<file path="config.mk">
export PLATFORM = sky130hd
export DESIGN_NAME = quad_encoder_reader_flat
export DESIGN_NICKNAME = d
export VERILOG_FILES = /design/src/rtl/quad_encoder_reader_if.sv /design/src/rtl/quad_encoder_reader.sv /design/src/flat_wrapper.sv
export SDC_FILE = /design/constraint.sdc
export NUM_CORES = 1
export LEC_CHECK = 0
export CAP_MARGIN = 5
export CORE_MARGIN = 3
export CORE_UTILIZATION = 52
export DETAILED_ROUTE_END_ITERATION = 16
export MAX_ROUTING_LAYER = met4
export PLACE_DENSITY_LB_ADDON = 0.08
export SLEW_MARGIN = 10
export SYNTH_ARGS = -nofsm -noshare
export SYNTH_HDL_FRONTEND = slang
export SYNTH_SLANG_ARGS = --single-unit
</file>
<file path="constraint.sdc">
create_clock -name CLK100MHZ -period 3.2 [get_ports CLK100MHZ]
set_clock_uncertainty 0.1 [all_clocks]
set_input_delay 0.48 -clock CLK100MHZ [delete_from_list [all_inputs] [get_ports CLK100MHZ]]
set_output_delay 0.48 -clock CLK100MHZ [all_outputs]
set_load 0.1 [all_outputs]
</file>
<file path="src/rtl/quad_encoder_reader_if.sv">
// Snapshot readout port of quad_encoder_reader: one-cycle request, one-cycle valid pulse with a 32-bit word.
// The master issues rd_req; the slave (the reader) answers with data_out/data_valid on the following edge.
interface quad_encoder_reader_if;
  logic        rd_req;
  logic [31:0] data_out;
  logic        data_valid;

  modport master (output rd_req, input data_out, input data_valid);
  modport slave  (input rd_req, output data_out, output data_valid);
endinterface

</file>
<file path="src/rtl/quad_encoder_reader.sv">
// Quadrature reader: 2-flop sync, FILTER_LEN debounce, Gray decode to a wrapping signed position (FILTER_LEN+3 cycles).
// Tracks illegal jumps, answers rd_req with a registered snapshot; `ENC_PERIOD_EN adds step-interval timing.
module quad_encoder_reader #(
  parameter int unsigned FILTER_LEN = 4,
  parameter logic [21:0] TIMEOUT    = 22'd2000000
) (
  input  logic                        CLK100MHZ,
  input  logic                        reset,
  input  logic                        enc_a,
  input  logic                        enc_b,
  input  logic                        zero_pos,
  input  logic                        err_clr,
  output logic [20:0]                 position,
  output logic                        dir,
  output logic                        moving,
  output logic                        err_sticky,
  output logic [7:0]                  err_count,
  output logic [21:0]                 period,
  quad_encoder_reader_if.slave        rd_if
);

  localparam logic [3:0] FLT = 4'(FILTER_LEN);

  if (FILTER_LEN < 1 || FILTER_LEN > 15 || TIMEOUT == 22'd0) begin : g_bad_param
    $error("quad_encoder_reader: FILTER_LEN must be 1-15 and TIMEOUT nonzero");
  end

  logic [1:0]  sync1_q, sync2_q, cand_q, filt_q;
  logic [3:0]  stab_q;
  logic        ref_vld_q, fwd_q, bwd_q, ill_q;
  logic        accept;
  logic [1:0]  delta;
  logic        step_ok;

  logic [20:0] pos_q, pos_d;
  logic        dir_q, dir_d;
  logic        sticky_q, sticky_d;
  logic [7:0]  errc_q, errc_d;
  logic        moving_q;
  logic [31:0] dout_q;
  logic        dvld_q;

  // {a,b} Gray state 00,01,11,10 maps to 0,1,2,3
  function automatic logic [1:0] gray2bin(input logic [1:0] ab);
    return {ab[1], ab[1] ^ ab[0]};
  endfunction

  assign accept = (stab_q == FLT) && (!ref_vld_q || (cand_q != filt_q));
  assign delta  = gray2bin(cand_q) - gray2bin(filt_q);

  always_ff @(posedge CLK100MHZ or posedge reset) begin
    if (reset) begin
      sync1_q   <= '0;
      sync2_q   <= '0;
      cand_q    <= '0;
      filt_q    <= '0;
      stab_q    <= '0;
      ref_vld_q <= 1'b0;
      fwd_q     <= 1'b0;
      bwd_q     <= 1'b0;
      ill_q     <= 1'b0;
    end else begin
      sync1_q <= {enc_a, enc_b};
      sync2_q <= sync1_q;
      if (sync2_q != cand_q) begin
        cand_q <= sync2_q;
        stab_q <= 4'd1;
      end else if (stab_q != FLT) begin
        stab_q <= stab_q + 4'd1;
      end
      // The first accepted level after reset only seeds the reference
      fwd_q <= accept && ref_vld_q && (delta == 2'd1);
      bwd_q <= accept && ref_vld_q && (delta == 2'd3);
      ill_q <= accept && ref_vld_q && (delta == 2'd2);
      if (accept) begin
        filt_q    <= cand_q;
        ref_vld_q <= 1'b1;
      end
    end
  end

  assign step_ok = (fwd_q | bwd_q) & ~zero_pos;

  always_comb begin
    pos_d    = pos_q;
    dir_d    = dir_q;
    sticky_d = sticky_q;
    errc_d   = errc_q;
    if (zero_pos) begin
      pos_d = '0;
    end else if (fwd_q) begin
      pos_d = pos_q + 21'd1;
      dir_d = 1'b1;
    end else if (bwd_q) begin
      pos_d = pos_q - 21'd1;
      dir_d = 1'b0;
    end
    // A new error outranks a simultaneous clear and restarts the count at one
    if (ill_q) begin
      sticky_d = 1'b1;
      errc_d   = err_clr ? 8'd1 : ((errc_q == 8'hFF) ? errc_q : errc_q + 8'd1);
    end else if (err_clr) begin
      sticky_d = 1'b0;
      errc_d   = '0;
    end
  end

  always_ff @(posedge CLK100MHZ or posedge reset) begin
    if (reset) begin
      pos_q    <= '0;
      dir_q    <= 1'b0;
      sticky_q <= 1'b0;
      errc_q   <= '0;
      dout_q   <= '0;
      dvld_q   <= 1'b0;
    end else begin
      pos_q    <= pos_d;
      dir_q    <= dir_d;
      sticky_q <= sticky_d;
      errc_q   <= errc_d;
      dvld_q   <= rd_if.rd_req;
      if (rd_if.rd_req) begin
        dout_q <= {sticky_q, dir_q, moving_q, errc_q, pos_q};
      end
    end
  end

`ifdef ENC_PERIOD_EN
  logic [21:0] ivl_q, period_q;

  always_ff @(posedge CLK100MHZ or posedge reset) begin
    if (reset) begin
      ivl_q    <= '0;
      period_q <= '0;
      moving_q <= 1'b0;
    end else if (step_ok) begin
      period_q <= ivl_q;
      ivl_q    <= 22'd1;
      moving_q <= 1'b1;
    end else begin
      if (ivl_q != 22'h3FFFFF) begin
        ivl_q <= ivl_q + 22'd1;
      end
      if (ivl_q == TIMEOUT) begin
        moving_q <= 1'b0;
        period_q <= '0;
      end
    end
  end

  assign period = period_q;
`else
  always_ff @(posedge CLK100MHZ or posedge reset) begin
    if (reset) begin
      moving_q <= 1'b0;
    end else if (zero_pos) begin
      moving_q <= 1'b0;
    end else if (step_ok) begin
      moving_q <= 1'b1;
    end
  end

  assign period = '0;
`endif

  assign position         = pos_q;
  assign dir              = dir_q;
  assign moving           = moving_q;
  assign err_sticky       = sticky_q;
  assign err_count        = errc_q;
  assign rd_if.data_out   = dout_q;
  assign rd_if.data_valid = dvld_q;

endmodule

</file>
<file path="src/flat_wrapper.sv">
// flat-port wrapper written by rule: the top's interface ports become plain ports
module quad_encoder_reader_flat 
#(
  parameter int unsigned FILTER_LEN = 4,
  parameter logic [21:0] TIMEOUT    = 22'd2000000
)
  (CLK100MHZ, reset, enc_a, enc_b, zero_pos, err_clr, position, dir, moving, err_sticky, err_count, period, rd_if_rd_req, rd_if_data_out, rd_if_data_valid);
  quad_encoder_reader_if rd_if_i ();
  input  logic CLK100MHZ;
  input  logic reset;
  input  logic enc_a;
  input  logic enc_b;
  input  logic zero_pos;
  input  logic err_clr;
  output logic [20:0] position;
  output logic dir;
  output logic moving;
  output logic err_sticky;
  output logic [7:0] err_count;
  output logic [21:0] period;
  input wire logic [$bits(rd_if_i.rd_req)-1:0] rd_if_rd_req;
  output wire logic [$bits(rd_if_i.data_out)-1:0] rd_if_data_out;
  output wire logic [$bits(rd_if_i.data_valid)-1:0] rd_if_data_valid;
  assign rd_if_i.rd_req = rd_if_rd_req;
  assign rd_if_data_out = rd_if_i.data_out;
  assign rd_if_data_valid = rd_if_i.data_valid;
  quad_encoder_reader #(.FILTER_LEN(FILTER_LEN), .TIMEOUT(TIMEOUT)) u_core (.CLK100MHZ(CLK100MHZ), .reset(reset), .enc_a(enc_a), .enc_b(enc_b), .zero_pos(zero_pos), .err_clr(err_clr), .position(position), .dir(dir), .moving(moving), .err_sticky(err_sticky), .err_count(err_count), .period(period), .rd_if(rd_if_i));
endmodule
</file>
==> results.yml <==
floorplanning:
  die_w_um: 99.29
  dieArea_um2: 9859
  dieHeight_um: 99.29
  fp-row-count: 33
  core_region_area_um2: 8341
  start_util: 0.5426
  io_pins: 94
pwr:
  pwr_density_cell_nw_per_um2: 423.0
  p_switching_w: 0.0007064
  clkPwrFrac: 0.358
  internal_power_w: 0.001536
  sequentialPowerShare: 0.479
  cellLeakagePower_nw: 2.721
  power_switching_share: 0.3151
  p_comb_frac: 0.163
  vdd_drop_max_uv: 292.0
place:
  portBuffers: 71
  gp_congestion: 0.8555
  hpwl_mm: 6.987
clocking:
  cts_buffer_depth: 2
  clockRootBuffer: "clkbuf_8"
  clock-sinks: 81
  hold_buffers: 0
  post_cts_resized: 0
  clk_latency_ps: 350
  htree_levels: 3
  path_clk_slew_ps: 90
  post_cts_buffers: 0
  cts_tree: "yes"
  tritoncts.num_buffers: 9
routing:
  first_pass_iters: 4
  ant_nets: 0
  drt-initial-drc-count: 127
  via_per_inst: 5.599
  wl_per_cell_um: 15.87
  drt_wl_total_mm: 9.778
  vias: 3449
  drc_errors: 0
synthesis:
  synth_top_area_share: 0.4479
  avgSynthCellArea_um2: 10.33
  synthCells: 438
  netlist.top_cell.by_area: "dfrtp_1"
  ys_warn_count: 0
  muxShareOfSynthArea: 0.08654
  syn_area_um2: 4526
  ys_seq_area_frac: 0.4479
  yosys.cell_count.top_type: "dfrtp_1"
  ys_ff_latch: 81
  synth_cell_types: 61
  synth-compound-area-share: 0.1559
  synth_simple_gate_area_frac: 0.1399
  ys_top_cells_by_count: "dfrtp_1, nand2_1, mux2_2, a21oi_1, ha_1"
  synth_edf_count: 0
  synthAdderAreaFrac: 0.06801
  ys.flop_type: "dfrtp_1"
  synth_xor_area_frac: 0.03677
  async_flop_share: 1.000
  synth_top_family_by_area: "compound AO/OA/AOI/OAI gates"
  synth.area.top_cells: "dfrtp_1, mux2_2, ha_1"
timing:
  period_share: 0.8966
  grt_setup_unrepaired: "false"
  worstMarginPinSlew_ps: 831.6
  max_freq_mhz: 348.5
  fin_crit_ps: 2869
  finalSetupViolations: 0
  finalHoldViolCount: 0
  slew_viol_final: 0
  setup_tns_ps: 0
  max-slew-margin-rel: 0.4456
critical_path:
  endpoint: "u_core.position[17]$_DFFE_PP0P_"
  criticalPathCategory: "flip-flop to flip-flop"
  r2r_start: "u_core.fwd_q$_DFF_PP0_"
  start_kind: "flip-flop"
  crit_arrival_ps: 3010
  reg2reg_depth: 9
  rrSetupSlack_ps: 330
  cp.required_ps: 3340
  endpoint_kind: "flip-flop"
  r2r_end: "u_core.position[17]$_DFFE_PP0P_"
  startpoint: "u_core.fwd_q$_DFF_PP0_"
  critPathMaxFanout: 14
global_route:
  use_met2: 0.3332
  first_global_vias: 3409
  antenna_found_initial: 0
  grt_util_all_layers: 0.2148
  grt_use_met3: 0.02805
  grt_pass1_wl_mm: 16.66
  grt.busiest_layer: "met2"
  grt.overflow.total: 0
  grt_max_degree: 48
  grt.met1_usage: 0.2974
final_layout:
  final_nets: 537
  insertedDiodeCount: 0
  drive_gt1_frac: 0.2603
  fill_cells: 693
  fin_util: 0.6355
  area_growth_syn_to_layout_pct: 17.11
job:
  maxCapViolCount: 0
min_path:
  hp-class: "flip-flop to flip-flop"
outcome:
  status: "completed"
-- layout make-up --
cell class | count | area, um2 | area share
Clock inverter | 6 | 73.82 | 0.01393
Tap cell | 105 | 131.4 | 0.02479
Inverter | 15 | 57.56 | 0.01086
Timing Repair Buffer | 75 | 585.6 | 0.1105
Clock buffer | 10 | 137.6 | 0.02597
Multi-Input combinational cell | 324 | 2287 | 0.4315
Sequential cell | 81 | 2027 | 0.3824
-- worst min-delay path by stage --
stage                                      from                          end  slack (ps)  cells after the start
global route        u_core.sync1_q[0]$_DFF_PP0_  u_core.sync2_q[0]$_DFF_PP0_         270                      0
global placement    u_core.sync1_q[1]$_DFF_PP0_  u_core.sync2_q[1]$_DFF_PP0_         240                      0
finish              u_core.sync1_q[0]$_DFF_PP0_  u_core.sync2_q[0]$_DFF_PP0_         260                      0
detailed placement  u_core.sync1_q[0]$_DFF_PP0_  u_core.sync2_q[0]$_DFF_PP0_         240                      0
floorplan           u_core.sync1_q[0]$_DFF_PP0_  u_core.sync2_q[0]$_DFF_PP0_         230                      0
CTS                 u_core.sync1_q[0]$_DFF_PP0_  u_core.sync2_q[0]$_DFF_PP0_         260                      0
-- power by group through the flow --
stage / clock network (W) / registers [W] / logic [W]
2_1_floorplan: 0 / 0.00113 / 0.000288
3_3_place_gp: 0 / 0.00109 / 0.000358
3_5_place_dp: 0 / 0.00109 / 0.000362
4_1_cts: 0.000818 / 0.00107 / 0.000367
5_1_grt: 0.000863 / 0.00108 / 0.000396
6_report: 0.000803 / 0.00107 / 0.000365
-- worst max-delay path: stages (launching register included) --
cell and delay, ps:
dfrtp_1 410, inv_1 370, buf_4 280, ha_1 310, and3_1 270, and2_1 220
a21oi_1 300, o21a_1 180, nand3_1 70, a32o_1 250
-- stage by stage --
| step | instances | hold WS [ps] | worst slack (ps) | power (W) | instance area, um2 |
|---|---|---|---|---|---|
| after floorplan | 459 | 231.2 | 130.0 | 0.001420 | 4604 |
| after global placement | 600 | 240.2 | 412.9 | 0.001452 | 5089 |
| after detailed placement | 600 | 238.6 | 350.3 | 0.001457 | 5089 |
| after CTS | 616 | 263.5 | 330.8 | 0.002260 | 5300 |
| after global routing | 616 | 268.0 | 144.8 | 0.002337 | 5300 |
| final | 616 | 261.0 | 330.8 | 0.002242 | 5300 |
-- layout by cell type (no fill, tap or decap), drive strengths merged, types with 17 or more instances in the layout --
master   n
dfrtp   81
buf     70
nand2   42
mux2    33
a21oi   30
ha      23
nor2    22
conb    22
inv     17
-- registers in the layout, indices dropped and copies added (netlist names) --
signal	cells
u_core.bwd_q	1
u_core.filt_q	2
u_core.sync2_q	2
u_core.ref_vld_q	1
u_core.sync1_q	2
u_core.fwd_q	1
u_core.dir	1
u_core.cand_q	2
u_core.rd_if.data_valid	1
u_core.err_sticky	1
u_core.ill_q	1
u_core.err_count	8
u_core.moving	1
u_core.rd_if.data_out	32
u_core.stab_q	4
u_core.position	21
-- routing by layer --
metal	share of wire	vias up	wire, um
met3	0.044	8	427
met2	0.48	87	4682
met4	0.0084	0	82
met1	0.47	1689	4585
li1	-	1665	-
met5	0	-	0
-- kinds of logic (layout without fill, tap and decap cells) --
kind of cell,after synthesis,in the layout
XOR/XNOR,19,19
AO/OA/AOI/OAI,97,97
adder cells (fa/ha/maj),24,24
other,1,22
flip-flops,81,81
multiplexers,35,35
AND/OR/NAND/NOR,127,127
buffers and inverters,54,106
Note: power is estimated with default switching activity, not from simulation.
